$ cat src/rtl/eth_fcs_framer.sv
// Ethernet TX framer: forwards payload, zero-pads short frames and appends the CRC-32 FCS.
// Optional feature macro: ETH_FCS_PAD_EN (defined = pad short payloads up to MIN_PAYLOAD).
module eth_fcs_framer #(
  parameter int MIN_PAYLOAD = 46,
  parameter int MAX_PAYLOAD = 1500
) (
  input  logic        in_clk,
  input  logic        in_rst,
  input  logic [47:0] in_dest_mac,
  input  logic [47:0] in_src_mac,
  input  logic [15:0] in_ether_type,
  input  logic [7:0]  in_data,
  input  logic        in_valid,
  input  logic        in_last,
  output logic        out_in_ready,
  output logic [7:0]  out_eth_frame,
  output logic        out_frame_en,
  output logic        out_last,
  input  logic        in_tx_ready,
  output logic        out_oversize
);

  localparam logic [31:0] CRC_POLY = 32'hEDB88320;
  localparam logic [31:0] CRC_INIT = 32'hFFFFFFFF;
  localparam logic [10:0] MAX_CNT  = 11'(MAX_PAYLOAD);
`ifdef ETH_FCS_PAD_EN
  localparam logic [10:0] MIN_CNT  = 11'(MIN_PAYLOAD);
`endif

  // Marker block that only elaborates for an unusable parameter pair.
  if (MIN_PAYLOAD > MAX_PAYLOAD) begin : g_min_exceeds_max
  end

  typedef enum logic [2:0] {
    S_IDLE    = 3'd0,
    S_HDR     = 3'd1,
    S_PAYLOAD = 3'd2,
    S_DISCARD = 3'd3,
`ifdef ETH_FCS_PAD_EN
    S_PAD     = 3'd4,
`endif
    S_FCS     = 3'd5
  } state_t;

  state_t       r_state;
  state_t       w_state_next;
  logic [111:0] r_hdr;
  logic [3:0]   r_hdr_cnt;
  logic [31:0]  r_crc;
  logic [10:0]  r_cnt;
  logic [1:0]   r_fcs_idx;
  logic [7:0]   r_out_data;
  logic         r_out_en;
  logic         r_out_last;
  logic         r_oversize;

  logic         w_out_free;
  logic [10:0]  w_cnt_inc;
  logic [31:0]  w_crc_inv;
  logic [7:0]   w_fcs_byte;
  logic [31:0]  w_crc_next;
  logic         w_in_ready;
  logic         w_start;
  logic         w_hdr_shift;
  logic         w_crc_en;
  logic [7:0]   w_crc_byte;
  logic         w_load;
  logic [7:0]   w_load_data;
  logic         w_load_last;
  logic         w_cnt_en;
  logic         w_fcs_adv;
  logic         w_oversize_set;

  // Reflected CRC-32, one byte per call, LSB of the byte first.
  function automatic logic [31:0] crc32_byte(input logic [31:0] c, input logic [7:0] d);
    logic [31:0] r;
    r = c;
    for (int i = 0; i < 8; i++) begin
      r = (r[0] ^ d[i]) ? ((r >> 1) ^ CRC_POLY) : (r >> 1);
    end
    return r;
  endfunction

  assign w_out_free = !r_out_en || in_tx_ready;
  assign w_cnt_inc  = r_cnt + 11'd1;
  assign w_crc_inv  = ~r_crc;
  assign w_fcs_byte = w_crc_inv[{r_fcs_idx, 3'b000} +: 8];
  assign w_crc_next = crc32_byte(r_crc, w_crc_byte);

  always_ff @(posedge in_clk or posedge in_rst) begin
    if (in_rst) begin
      r_state <= S_IDLE;
    end else begin
      r_state <= w_state_next;
    end
  end

  always_comb begin
    w_state_next   = r_state;
    w_in_ready     = 1'b0;
    w_start        = 1'b0;
    w_hdr_shift    = 1'b0;
    w_crc_en       = 1'b0;
    w_crc_byte     = 8'h00;
    w_load         = 1'b0;
    w_load_data    = 8'h00;
    w_load_last    = 1'b0;
    w_cnt_en       = 1'b0;
    w_fcs_adv      = 1'b0;
    w_oversize_set = 1'b0;
    case (r_state)
      S_IDLE: begin
        if (in_valid) begin
          w_start      = 1'b1;
          w_state_next = S_HDR;
        end
      end
      S_HDR: begin
        w_crc_en    = 1'b1;
        w_crc_byte  = r_hdr[111:104];
        w_hdr_shift = 1'b1;
        if (r_hdr_cnt == 4'd13) begin
          w_state_next = S_PAYLOAD;
        end
      end
      S_PAYLOAD: begin
        w_in_ready = w_out_free;
        if (in_valid && w_out_free) begin
          w_crc_en    = 1'b1;
          w_crc_byte  = in_data;
          w_load      = 1'b1;
          w_load_data = in_data;
          w_cnt_en    = 1'b1;
          if (in_last) begin
`ifdef ETH_FCS_PAD_EN
            w_state_next = (w_cnt_inc < MIN_CNT) ? S_PAD : S_FCS;
`else
            w_state_next = S_FCS;
`endif
          end else if (w_cnt_inc == MAX_CNT) begin
            w_state_next   = S_DISCARD;
            w_oversize_set = 1'b1;
          end
        end
      end
      S_DISCARD: begin
        w_in_ready = 1'b1;
        if (in_valid && in_last) begin
          w_state_next = S_FCS;
        end
      end
`ifdef ETH_FCS_PAD_EN
      S_PAD: begin
        if (w_out_free) begin
          w_crc_en    = 1'b1;
          w_crc_byte  = 8'h00;
          w_load      = 1'b1;
          w_load_data = 8'h00;
          w_cnt_en    = 1'b1;
          if (w_cnt_inc >= MIN_CNT) begin
            w_state_next = S_FCS;
          end
        end
      end
`endif
      S_FCS: begin
        // The register is free once the previous byte leaves; the 4th FCS byte ends the frame.
        if (w_out_free) begin
          if (r_out_en && r_out_last) begin
            w_state_next = S_IDLE;
          end else begin
            w_load      = 1'b1;
            w_load_data = w_fcs_byte;
            w_load_last = (r_fcs_idx == 2'd3);
            w_fcs_adv   = 1'b1;
          end
        end
      end
      default: begin
        w_state_next = S_IDLE;
      end
    endcase
  end

  always_ff @(posedge in_clk or posedge in_rst) begin
    if (in_rst) begin
      r_hdr      <= '0;
      r_hdr_cnt  <= 4'd0;
      r_crc      <= CRC_INIT;
      r_cnt      <= 11'd0;
      r_fcs_idx  <= 2'd0;
      r_out_data <= 8'h00;
      r_out_en   <= 1'b0;
      r_out_last <= 1'b0;
      r_oversize <= 1'b0;
    end else begin
      if (w_start) begin
        r_hdr     <= {in_dest_mac, in_src_mac, in_ether_type};
        r_hdr_cnt <= 4'd0;
        r_crc     <= CRC_INIT;
        r_cnt     <= 11'd0;
        r_fcs_idx <= 2'd0;
      end
      if (w_hdr_shift) begin
        r_hdr     <= {r_hdr[103:0], 8'h00};
        r_hdr_cnt <= r_hdr_cnt + 4'd1;
      end
      if (w_crc_en) begin
        r_crc <= w_crc_next;
      end
      if (w_cnt_en) begin
        r_cnt <= w_cnt_inc;
      end
      if (w_fcs_adv) begin
        r_fcs_idx <= r_fcs_idx + 2'd1;
      end
      if (w_load) begin
        r_out_data <= w_load_data;
        r_out_en   <= 1'b1;
        r_out_last <= w_load_last;
      end else if (r_out_en && in_tx_ready) begin
        r_out_en   <= 1'b0;
        r_out_last <= 1'b0;
      end
      r_oversize <= w_oversize_set;
    end
  end

  assign out_in_ready  = w_in_ready;
  assign out_eth_frame = r_out_data;
  assign out_frame_en  = r_out_en;
  assign out_last      = r_out_last;
  assign out_oversize  = r_oversize;

endmodule

$ cat config.mk
export PLATFORM = sky130hd
export DESIGN_NAME = eth_fcs_framer
export DESIGN_NICKNAME = d
export VERILOG_FILES = /design/src/rtl/eth_fcs_framer.sv
export SDC_FILE = /design/constraint.sdc
export NUM_CORES = 1
export LEC_CHECK = 0
export CORE_UTILIZATION = 54
export CTS_CLUSTER_SIZE = 12
export DETAILED_ROUTE_END_ITERATION = 8
export PLACE_DENSITY = 0.8
export SLEW_MARGIN = 30
export SYNTH_ARGS = -nofsm -noshare
export SYNTH_HDL_FRONTEND = slang
export SYNTH_SLANG_ARGS = --single-unit
$ cat constraint.sdc
create_clock -name in_clk -period 8.65 [get_ports in_clk]
set_clock_uncertainty 0.1 [all_clocks]
set_input_delay 2.1625 -clock in_clk [delete_from_list [all_inputs] [get_ports in_clk]]
set_output_delay 2.1625 -clock in_clk [all_outputs]
set_load 0.005 [all_outputs]
==> results of run 1 <==
[cells in the mapped netlist, types with 2 or more instances]
cell                         n  area, um2
sky130_fd_sc_hd__inv_1       7       26.3
sky130_fd_sc_hd__dfrtp_1   143       3580
sky130_fd_sc_hd__a21oi_1    27        135
sky130_fd_sc_hd__mux4_2      8        180
sky130_fd_sc_hd__dfstp_2    32        841
sky130_fd_sc_hd__a32oi_1     3       26.3
sky130_fd_sc_hd__nand4_1     3       18.8
sky130_fd_sc_hd__o22a_1     12        105
sky130_fd_sc_hd__xnor2_2     8        130
sky130_fd_sc_hd__nand3_1    16       80.1
sky130_fd_sc_hd__a221o_1     8       80.1
sky130_fd_sc_hd__nand2b_1    2       12.5
sky130_fd_sc_hd__xor2_1     14        123
sky130_fd_sc_hd__xnor2_4     8        220
sky130_fd_sc_hd__a31oi_1   109        682
sky130_fd_sc_hd__and2_1      3       18.8
sky130_fd_sc_hd__buf_1       2       7.51
sky130_fd_sc_hd__o21ai_0    24        120
sky130_fd_sc_hd__and3_1      2       12.5
sky130_fd_sc_hd__xnor2_1    42        368
sky130_fd_sc_hd__clkbuf_1   61        229
sky130_fd_sc_hd__buf_6       2       22.5
sky130_fd_sc_hd__nor2_1    147        552
sky130_fd_sc_hd__a32oi_2     5       81.3
sky130_fd_sc_hd__a22o_1      6       52.6
sky130_fd_sc_hd__nor3_1      3       15.0
sky130_fd_sc_hd__nand2_1   235        882
sky130_fd_sc_hd__ha_1        4       50.1
[how the worst max path moves through the flow]
stage | from | endpoint | slack (ns)
2_1_floorplan | in_rst | out_eth_frame[0] | 1.70
3_3_place_gp | in_tx_ready | out_in_ready | 2.54
3_5_place_dp | in_tx_ready | out_in_ready | 2.51
4_1_cts | in_tx_ready | out_in_ready | 2.50
5_1_grt | in_tx_ready | out_in_ready | 2.38
6_report | in_tx_ready | out_in_ready | 2.49
[cell type report]
| class | instances | area, um2 |
|---|---|---|
| Inverter | 7 | 33.8 |
| Clock buffer | 26 | 479 |
| Tap cell | 216 | 270 |
| Timing Repair Buffer | 141 | 1400 |
| Multi-Input combinational cell | 707 | 4160 |
| Fill cell | 1210 | 5120 |
| Sequential cell | 175 | 4420 |
| Clock inverter | 6 | 61.3 |
[state kept, by name, summed over array words and instances, names as in the netlist]
| signal | flops |
|---|---|
| r_state | 3 |
| r_hdr | 112 |
| out_last | 1 |
| r_crc | 32 |
| r_cnt | 11 |
| r_hdr_cnt | 4 |
| out_eth_frame | 8 |
| out_frame_en | 1 |
| r_fcs_idx | 2 |
| out_oversize | 1 |
[placed cells by master (no fill, tap or decap), drive strengths merged, types with 8 or more instances in the layout]
| cell type | Yosys | layout |
|---|---|---|
| xor2 | 14 | 14 |
| a31oi | 109 | 109 |
| nor2 | 147 | 147 |
| clkdlybuf4s50 | 0 | 136 |
| o21ai | 24 | 24 |
| a32oi | 8 | 8 |
| clkbuf | 61 | 26 |
| o22a | 12 | 12 |
| xnor2 | 58 | 58 |
| dfrtp | 143 | 143 |
| nand3 | 16 | 16 |
| a21oi | 27 | 27 |
| mux4 | 8 | 8 |
| a221o | 8 | 8 |
| dfstp | 32 | 32 |
| nand2 | 235 | 235 |
[kinds of logic (layout without fill, tap and decap cells)]
group	after synthesis	in the layout
xor gates and xnor gates	73	73
buffers and inverters	73	180
DFF	175	175
adders and majority gates	4	4
muxes	8	8
AOI/OAI and AO/OA	205	205
and+or+nand+nor	417	417
[per-stage QoR]
stage / util / worst slack [ns] / power (uW) / cell area (um2)
after global placement: 0.643 / 2.54 / 4710 / 10300
final: 0.679 / 2.49 / 5560 / 10800
after global routing: 0.679 / 2.38 / 6000 / 10800
after CTS: 0.677 / 2.50 / 5560 / 10800
after floorplan: - / 1.70 / 4170 / 8820
after detailed placement: 0.643 / 2.51 / 4800 / 10300
[routing by layer]
metal  vias to the layer above  track usage  part of all wire
met1                      3493        0.382              0.46
met2                       233        0.421              0.48
met4                         0       0.0657             0.011
li1                       3470            -                 -
met5                         -            0                 0
met3                        18       0.0566             0.053
[power groups by stage]
stage          clock network (uW)  logic (uW)  registers (uW)
2_1_floorplan                   0        2660            1510
4_1_cts                       730        3230            1610
3_3_place_gp                    0        3100            1600
3_5_place_dp                    0        3190            1610
5_1_grt                       766        3580            1660
6_report                      722        3230            1610
==> implementation parameters, run 1 <==
Parameter                              Value

Clocking
  Level count of the clock H-tree ... 4
  Post-cts sizing count ... 0
  Max Root-Sink Buffers ... 2
  CTS Root Cell ... sky130_fd_sc_hd__clkbuf_16
  Number of sinks driven by the clock tree ... about 180
  Clock latency reported for the late side of the worst-skew pair ... 0.42 ns
  Hold buffer count at cts ... 0
  CTS tree ... yes
  Count of buffers added by post-CTS timing repair for setup ... 0
  Number of clock buffers inserted by TritonCTS ... 17
  CTS clock-pin slew for the worst setup and hold paths ... 0.06 ns

Synth
  Portion of the post-synthesis area used by sequential elements ... 0.501
  Async set or reset register ratio after synthesis ... 1.00
  Multiplexer area fraction after synthesis ... 0.0204
  Post-synthesis net count ... about 1,100
  Xor/xnor share of the synthesized area ... 0.0978
  Area fraction in compound gates after synthesis ... 0.155
  Synthesized area divided by synthesized cell count ... a little over 9 um2
  Post-synthesis adder-cell area fraction ... 0.00567
  Synthesis-stage register bit count ... 175
  Synth Flop Type ... sky130_fd_sc_hd__dfrtp_1
  Combinational family with the most area after synthesis ... simple AND/OR/NAND/NOR gates
  Netlist Area Pre-Place ... between 8000 and 9000 um2
  Synthesis warning total ... 0
  Post-Synth Simple-Gate Area ... 0.187
  EDFF count, synth ... 0
  Syn Inst Count ... 955
  Distinct cells, synth ... 47

Timing
  Setup TNS after final layout ... 0 ns
  Post-route minimum period ... ~6 ns
  Final cycle utilization of the critical path ... 0.713
  Relative slew slack ... 0.409
  Pins Over Slew Limit ... 0
  Worst-margin pin slew ... 0.883 ns
  Final setup violation count ... 0
  Setup repair after global routing missed its margin ... false
  Achievable clock frequency ... roughly 160 MHz
  Worst hold-check slack ... 0.400 ns
  Final Hold Fails ... 0

Critical path
  Slack of the worst reg-to-reg path ... 5.59 ns
  Kind of start point of the critical path ... input port
  Largest stage delay on the critical path ... 0.55 ns
  Cells along the critical path ... clkdlybuf4s50_1 > nand2b_1 > o21a_1 > clkdlybuf4s50_1
  Register-to-Register Path Depth ... 7
  Crit path top cell by count ... sky130_fd_sc_hd__clkdlybuf4s50_1
  Critical path type ... input port to primary output
  Required time of the critical path ... 6.39 ns
  Buffers & Inverters on Critical Path ... 2
  Origin of the critical flop-to-flop path ... r_state[2]
  Reg-to-reg critical path endpoint ... r_crc[19]
  Data arrival time of the critical path ... just under 4 ns
  CP top delay family ... buffers and inverters
  Slowest library cell on the worst path ... sky130_fd_sc_hd__nand2b_1
  Stages on the worst setup path ... 4
  Critical-path maximum fanout ... 16
  CP endpoint kind ... primary output

Pwr
  Peak supply drop ... 341 uV
  Fraction of power consumed by the clock network ... 0.130
  Leak pwr ... about 0.0045 uW
  Total net switching power ... 2350 uW
  Seq pwr share ... 0.290
  Switching part of the total ... 0.422
  Cell Pwr Density ... 514 nW/um2
  Gate power share ... 0.580
  Int Power ... roughly 3200 uW

Floorplanning
  Area of the die ... around 17,000 um2
  Initial standard-cell utilization of the core ... 0.553
  Vert. Die Dim ... 130 um
  Core Footprint ... 15,900 um2
  FP Rows ... 46
  Die W ... 130 um
  Number of top-level pins ... 137

Drt
  1st-pass router iterations ... 5
  Detailed-route via count ... 7,214
  DRC viols ... 0
  Detail-routed via count per cell ... 5.64
  Post-detailed-route wirelength per cell ... between 15 and 20 um
  Final routed wirelength across all metal layers ... 21.2 mm
  Number of nets still failing antenna checks after routing ... 0
  Detailed router's first-iteration violation count ... between 500 and 600

Final layout
  Count of inserted antenna diode cells ... 0
  Net total in the final layout ... 1,178
  Area Growth Syn to Fin ... 22.7%
  Non-filler instance count after layout ... 1,278
  Share of cells above drive strength 1 ... 0.0923

GRT
  Wire length of the first global-routing pass ... 34.8 mm
  Number of global-route vias before repair ... 6,889
  Number of antenna violations at the first check in global routing ... 0
  Residual overflow from global routing ... 0
  Pin count of the biggest net entering global routing ... 112
  GRT Overall Usage ... 0.268

Min path
  Hold/Removal Path Class ... register to register
  Hold Path Cell Cnt ... 1
  Launch point of the worst hold path ... r_hdr[4]
  Hold endpoint ... r_hdr[4]

Placement
  Number of cells after detailed placement ... around 1,200
  Gpl congestion ... roughly 0.86
  Post-DP HPWL ... roughly 14 mm
  Number of buffer cells added on primary ports ... ~140

Outcome
  Status ... completed

Flow run
  Reported max-cap violation count ... 0
Power figures use the tool's default switching activity.
==> run 2, diff against run 1 <==
==> constraint.sdc (replaced) <==
create_clock -name in_clk -period 6.4 [get_ports in_clk]
set_clock_uncertainty 0.1 [all_clocks]
set_input_delay 1.6 -clock in_clk [delete_from_list [all_inputs] [get_ports in_clk]]
set_output_delay 1.6 -clock in_clk [all_outputs]
set_load 0.005 [all_outputs]
==> run 2 against run 1 <==
Compared with the run above: hold slack better by 0.0081 ns; via count is 0.96% higher; sequential power is 36% higher; sequential cell count stayed put; count of clock-buffer cells in the layout is 4 lower; final area is 1.4% higher; register-to-register slack worse by 2.2 ns; combinational power is 35% higher; die area stayed put; critical path type unchanged; largest cell class unchanged.
==> implementation parameters, run 2 (synthesis gave the netlist of run 1 again) <==
Parameter                              Value

GRT
  Wire length of the first global-routing pass ... 35.7 mm (+2.6%)
  Residual overflow from global routing ... 0 (unchanged)
  Number of global-route vias before repair ... 6,959 (+1.0%)
  GRT Overall Usage ... 0.276 (+0.00770)
  Pin count of the biggest net entering global routing ... 102 (-8.9%)
  Number of antenna violations at the first check in global routing ... 0 (unchanged)

Critical path
  Cells along the critical path ... clkdlybuf4s50_1 > nand2b_1 > o21a_1 > clkdlybuf4s50_1
  Reg-to-reg critical path endpoint ... r_crc[19]
  Critical path type ... input port to primary output
  CP top delay family ... buffers and inverters
  Origin of the critical flop-to-flop path ... r_state[2]
  Kind of start point of the critical path ... input port
  Register-to-Register Path Depth ... 7 (unchanged)
  Slowest library cell on the worst path ... sky130_fd_sc_hd__nand2b_1
  Largest stage delay on the critical path ... 0.55 ns (about the same)
  Slack of the worst reg-to-reg path ... 3.37 ns (-2.22 ns)
  Buffers & Inverters on Critical Path ... 2 (unchanged)
  Critical-path maximum fanout ... 16 (unchanged)
  CP endpoint kind ... primary output
  Crit path top cell by count ... sky130_fd_sc_hd__clkdlybuf4s50_1
  Data arrival time of the critical path ... 3.35 ns (-0.55 ns)
  Required time of the critical path ... 4.70 ns (-1.69 ns)

Drt
  1st-pass router iterations ... 5 (unchanged)
  Post-detailed-route wirelength per cell ... 16.9 um (+1.9%)
  DRC viols ... 0 (unchanged)
  Detail-routed via count per cell ... 5.69 (+0.72%)
  Detailed router's first-iteration violation count ... 548 (-5.0%)
  Number of nets still failing antenna checks after routing ... 0 (unchanged)
  Detailed-route via count ... 7,283 (+0.96%)
  Final routed wirelength across all metal layers ... 21.7 mm (+2.2%)

Timing
  Final worst-path setup slack ... 1.35 ns (-1.13 ns)
  Final Hold Fails ... 0 (unchanged)
  Relative slew slack ... 0.406 (-0.00274)
  Pins Over Slew Limit ... 0 (unchanged)
  Setup TNS after final layout ... 0 ns (unchanged)
  Worst hold-check slack ... 0.408 ns (+0.00811 ns)
  Worst-margin pin slew ... 0.887 ns (+0.00409 ns)
  Achievable clock frequency ... 198 MHz
  Final setup violation count ... 0 (unchanged)
  Post-route minimum period ... 5.05 ns
  Final cycle utilization of the critical path ... 0.788
  Setup repair after global routing missed its margin ... false

Floorplanning
  Core Footprint ... 15,900 um2 (unchanged)
  Vert. Die Dim ... 130 um (unchanged)
  FP Rows ... 46 (unchanged)
  Die W ... 130 um (unchanged)
  Area of the die ... 16,900 um2 (unchanged)
  Number of top-level pins ... 137 (unchanged)
  Initial standard-cell utilization of the core ... 0.553 (unchanged)

Final layout
  Share of cells above drive strength 1 ... 0.0986 (+0.00631)
  Highest-count cells in the layout ignoring fill and taps ... sky130_fd_sc_hd__nand2_1, sky130_fd_sc_hd__nor2_1, sky130_fd_sc_hd__dfrtp_1
  Final cell utilization of the core ... 0.688 (+0.00934)
  Count of inserted antenna diode cells ... 0 (unchanged)
  Top Registers ... r_hdr x112, r_crc x32, r_cnt x11
  Most common library cell in the layout ignoring fill and taps ... sky130_fd_sc_hd__nand2_1
  Area Growth Syn to Fin ... 24.3%
  Number of flip-flops in the largest register ... 112 (unchanged)
  Largest register by flop count ... r_hdr
  Net total in the final layout ... 1,181 (+0.25%)

Min path
  Hold/Removal Path Class ... register to register
  Launch point of the worst hold path ... r_cnt[4]
  Hold endpoint ... r_cnt[4]
  Hold Path Cell Cnt ... 1 (unchanged)

Placement
  Post-DP HPWL ... 14.4 mm (+3.8%)
  Number of buffer cells added on primary ports ... 136 (unchanged)
  Gpl congestion ... 0.878 (+2.0%)
  Placement Setup Slack ... 1.37 ns (-1.14 ns)

Clocking
  Clock latency reported for the late side of the worst-skew pair ... 0.42 ns (about the same)
  Number of sinks driven by the clock tree ... 175 (unchanged)
  CTS tree ... yes
  Hold buffer count at cts ... 0 (unchanged)
  Level count of the clock H-tree ... 4 (unchanged)
  Number of clock buffers inserted by TritonCTS ... 17 (unchanged)
  Post-cts sizing count ... 0 (unchanged)
  CTS clock-pin slew for the worst setup and hold paths ... 0.06 ns (about the same)
  Max Root-Sink Buffers ... 2 (unchanged)
  Count of buffers added by post-CTS timing repair for setup ... 0 (unchanged)
  CTS Root Cell ... sky130_fd_sc_hd__clkbuf_16

Pwr
  Leak pwr ... 0.00454 uW (+1.8%)
  Cell Pwr Density ... 706 nW/um2 (+37%)
  Total Power Consumption ... 7750 uW (+39%)
  Peak supply drop ... 401 uV (+17%)

Outcome
  Status ... completed

Flow run
  Reported max-cap violation count ... 0 (unchanged)
==> run 2: metal layers <==
layer  routed length [um]  up-vias  track usage  share of wire
li1                     -     3460            -              -
met1                 9620     3530        0.378           0.44
met2                10400      255        0.437           0.48
met3                 1090       38       0.0463          0.050
met4                  573        0        0.116          0.026
met5                    0        -            0              0
==> run 2: how the worst max path moves through the flow <==
stage                                  end   startpoint  cells after the start  slack, ns
after floorplan           out_eth_frame[0]       in_rst                      1      0.008
after global placement        out_in_ready  in_tx_ready                      4       1.41
after detailed placement      out_in_ready  in_tx_ready                      4       1.37
after CTS                     out_in_ready  in_tx_ready                      4       1.37
after global routing          out_in_ready  in_tx_ready                      4       1.27
final                         out_in_ready  in_tx_ready                      4       1.35
==> run 2: layout make-up <==
| class | instances | area [um2] |
|---|---|---|
| Inverter | 7 | 31.3 |
| Tap cell | 216 | 270 |
| Sequential cell | 175 | 4420 |
| Timing Repair Buffer | 144 | 1430 |
| Clock inverter | 10 | 206 |
| Clock buffer | 22 | 474 |
| Fill cell | 1223 | 4970 |
| Multi-Input combinational cell | 707 | 4150 |
==> run 2: report_power, final <==
group	switching (uW)	total, uW	internal, uW
combinational	2330	4360	2040
sequential	430	2190	1760
clock	428	1190	763
==> run 2: per-stage QoR <==
| step | instances | area (um2) |
|---|---|---|
| 4_1_cts | 1281 | 11000 |
| 3_5_place_dp | 1249 | 10300 |
| 5_1_grt | 1281 | 11000 |
| 3_3_place_gp | 1249 | 10300 |
| 2_1_floorplan | 955 | 8820 |
| 6_report | 1281 | 11000 |
==> run 3, diff against run 2 <==
==> constraint.sdc (replaced) <==
create_clock -name in_clk -period 4.95 [get_ports in_clk]
set_clock_uncertainty 0.1 [all_clocks]
set_input_delay 1.2375 -clock in_clk [delete_from_list [all_inputs] [get_ports in_clk]]
set_output_delay 1.2375 -clock in_clk [all_outputs]
set_load 0.005 [all_outputs]
==> run 3 against run 2 <==
Compared with the run above: hold slack got worse by 0.0042 ns; wire length rose by 0.87%; critical endpoint unchanged; setup slack got worse by 0.47 ns; non-clock buffer count rose by 4; clock power rose by 4%; global-route usage fell by 0.15 points; final cell count rose by 0.31%; combinational power rose by 30%; count of clock-buffer cells in the layout rose by 5.
==> implementation parameters, run 3 (synthesis gave the netlist of run 1 again) <==
Parameter                              Value

Floorplanning
  Core Footprint ... 15,900 um2 (unchanged)
  Die W ... 130 um (unchanged)
  Area of the die ... 16,900 um2 (unchanged)
  Initial standard-cell utilization of the core ... 0.553 (unchanged)
  Number of top-level pins ... 137 (unchanged)
  FP Rows ... 46 (unchanged)
  Vert. Die Dim ... 130 um (unchanged)

Clocking
  Count of buffers added by post-CTS timing repair for setup ... 0 (unchanged)
  CTS tree ... yes
  Hold buffer count at cts ... 0 (unchanged)
  Post-cts sizing count ... 0 (unchanged)
  Clock latency reported for the late side of the worst-skew pair ... 0.43 ns (about the same)
  Number of clock buffers inserted by TritonCTS ... 17 (unchanged)
  Max Root-Sink Buffers ... 2 (unchanged)
  Level count of the clock H-tree ... 4 (unchanged)
  Number of sinks driven by the clock tree ... 175 (unchanged)
  CTS Root Cell ... sky130_fd_sc_hd__clkbuf_16
  CTS clock-pin slew for the worst setup and hold paths ... 0.06 ns (about the same)

Min path
  Hold endpoint ... r_hdr[2]
  Hold Path Cell Cnt ... 1 (unchanged)
  Launch point of the worst hold path ... r_hdr[2]
  Hold/Removal Path Class ... register to register

Critical path
  Largest stage delay on the critical path ... 0.52 ns (-0.03 ns)
  Slack of the worst reg-to-reg path ... 2.19 ns (-1.18 ns)
  CP endpoint kind ... primary output
  Data arrival time of the critical path ... 2.73 ns (-0.62 ns)
  Kind of start point of the critical path ... input port
  Critical-path maximum fanout ... 16 (unchanged)
  Critical path type ... input port to primary output
  Reg-to-reg critical path endpoint ... r_crc[19]
  Startpoint of the worst setup timing path ... in_tx_ready
  Slowest library cell on the worst path ... sky130_fd_sc_hd__clkdlybuf4s50_1
  Crit path top cell by count ... sky130_fd_sc_hd__clkdlybuf4s50_1
  Cells along the critical path ... clkdlybuf4s50_1 > nand2b_1 > buf_4 > o21a_1 > clkdlybuf4s50_1
  Required time of the critical path ... 3.61 ns (-1.09 ns)
  Origin of the critical flop-to-flop path ... r_state[2]
  Register-to-Register Path Depth ... 8 (+1)

Timing
  Setup repair after global routing missed its margin ... false
  Final Hold Fails ... 0 (unchanged)
  Final cycle utilization of the critical path ... 0.821
  Setup TNS after final layout ... 0 ns (unchanged)
  Pins Over Slew Limit ... 0 (unchanged)
  Post-route minimum period ... 4.06 ns
  Worst-margin pin slew ... 0.895 ns (+0.00721 ns)
  Final setup violation count ... 0 (unchanged)
  Achievable clock frequency ... 246 MHz
  Relative slew slack ... 0.401 (-0.00483)

Final layout
  Top Registers ... r_hdr x112, r_crc x32, r_cnt x11
  Count of inserted antenna diode cells ... 0 (unchanged)
  Multi-input logic area ... 4150 um2 (unchanged)
  Net total in the final layout ... 1,185 (+0.34%)
  Highest-count cells in the layout ignoring fill and taps ... sky130_fd_sc_hd__nand2_1, sky130_fd_sc_hd__nor2_1, sky130_fd_sc_hd__dfrtp_1
  Filler instances ... 1,259 (+2.9%)
  Sequential cell area ... 4420 um2 (unchanged)
  Largest register by flop count ... r_hdr
  Number of flip-flops in the largest register ... 112 (unchanged)
  Area Growth Syn to Fin ... 23.4%
  Most common library cell in the layout ignoring fill and taps ... sky130_fd_sc_hd__nand2_1
  Share of cells above drive strength 1 ... 0.0954 (-0.00318)

Drt
  Number of nets still failing antenna checks after routing ... 0 (unchanged)
  Detailed-route via count ... 7,255 (-0.38%)
  Post-detailed-route wirelength per cell ... 17.0 um (+0.55%)
  DRC viols ... 0 (unchanged)
  Final routed wirelength across all metal layers ... 21.9 mm (+0.87%)
  Detailed router's first-iteration violation count ... 554 (+1.1%)
  1st-pass router iterations ... 5 (unchanged)
  Detail-routed via count per cell ... 5.65 (-0.69%)

GRT
  Pin count of the biggest net entering global routing ... 119 (+17%)
  Number of antenna violations at the first check in global routing ... 0 (unchanged)
  GRT Overall Usage ... 0.274 (-0.00153)
  Number of global-route vias before repair ... 6,901 (-0.83%)
  Wire length of the first global-routing pass ... 35.2 mm (-1.4%)
  Residual overflow from global routing ... 0 (unchanged)

Outcome
  Status ... completed

Pwr
  Cell Pwr Density ... 896 nW/um2 (+27%)
  Leak pwr ... 0.00448 uW (-1.1%)
  Peak supply drop ... 599 uV (+50%)
  Total Power Consumption ... 9750 uW (+26%)

Placement
  Post-DP HPWL ... 14.7 mm (+2.1%)
  Number of buffer cells added on primary ports ... 136 (unchanged)
  Gpl congestion ... 0.881 (+0.35%)

Flow run
  Reported max-cap violation count ... 0 (unchanged)
-- run 3: cell count changes in the layout (fill, tap and decap cells not counted), sizes merged --
cell / before / now
inv: 7 / 6
buf: 8 / 12
clkbuf: 22 / 27
bufinv: 6 / 1
clkinvlp: 1 / 2
-- run 3: per-stage QoR --
stage          instances  instance area (um2)   util  hold slack [ns]  worst slack [ns]
2_1_floorplan        955                 8830      -            0.351              1.40
3_3_place_gp        1253                10300  0.649            0.386             0.924
3_5_place_dp        1253                10300  0.649            0.383             0.866
4_1_cts             1285                10900  0.682            0.404             0.895
5_1_grt             1285                10900  0.683            0.417             0.834
6_report            1285                10900  0.683            0.404             0.886
-- run 3: how the worst max path moves through the flow --
stage / endpoint / slack (ns)
floorplan: out_eth_frame[0] / 1.40
global placement: r_crc[19] / 0.92
detailed placement: r_crc[19] / 0.87
CTS: out_in_ready / 0.89
global route: out_in_ready / 0.83
finish: out_in_ready / 0.89
-- run 3: final cells by class --
| cell class | count | area share |
|---|---|---|
| Timing Repair Buffer | 148 | 0.137 |
| Multi-Input combinational cell | 707 | 0.381 |
| Clock buffer | 27 | 0.0434 |
| Tap cell | 216 | 0.0248 |
| Sequential cell | 175 | 0.406 |
| Clock inverter | 5 | 0.00552 |
| Inverter | 7 | 0.00276 |
-- run 3: power breakdown --
group | total [uW] | internal (uW) | switching (uW)
logic | 5680 | 2650 | 3030
clock network | 1240 | 707 | 537
registers | 2830 | 2280 | 552
total | 9750 | 5640 | 4110
-- run 3: worst max-delay path: cells and delay by family --
family          cells  cell delay [ns]
simple gates        1             0.12
buf+inv             3             1.23
compound gates      1             0.14
-- run 3: metal layers --
layer	track usage	up-vias	part of all wire
met5	0	-	0
met2	0.438	247	0.48
met3	0.0611	32	0.049
met1	0.377	3507	0.45
li1	-	3469	-
met4	0.0828	0	0.020
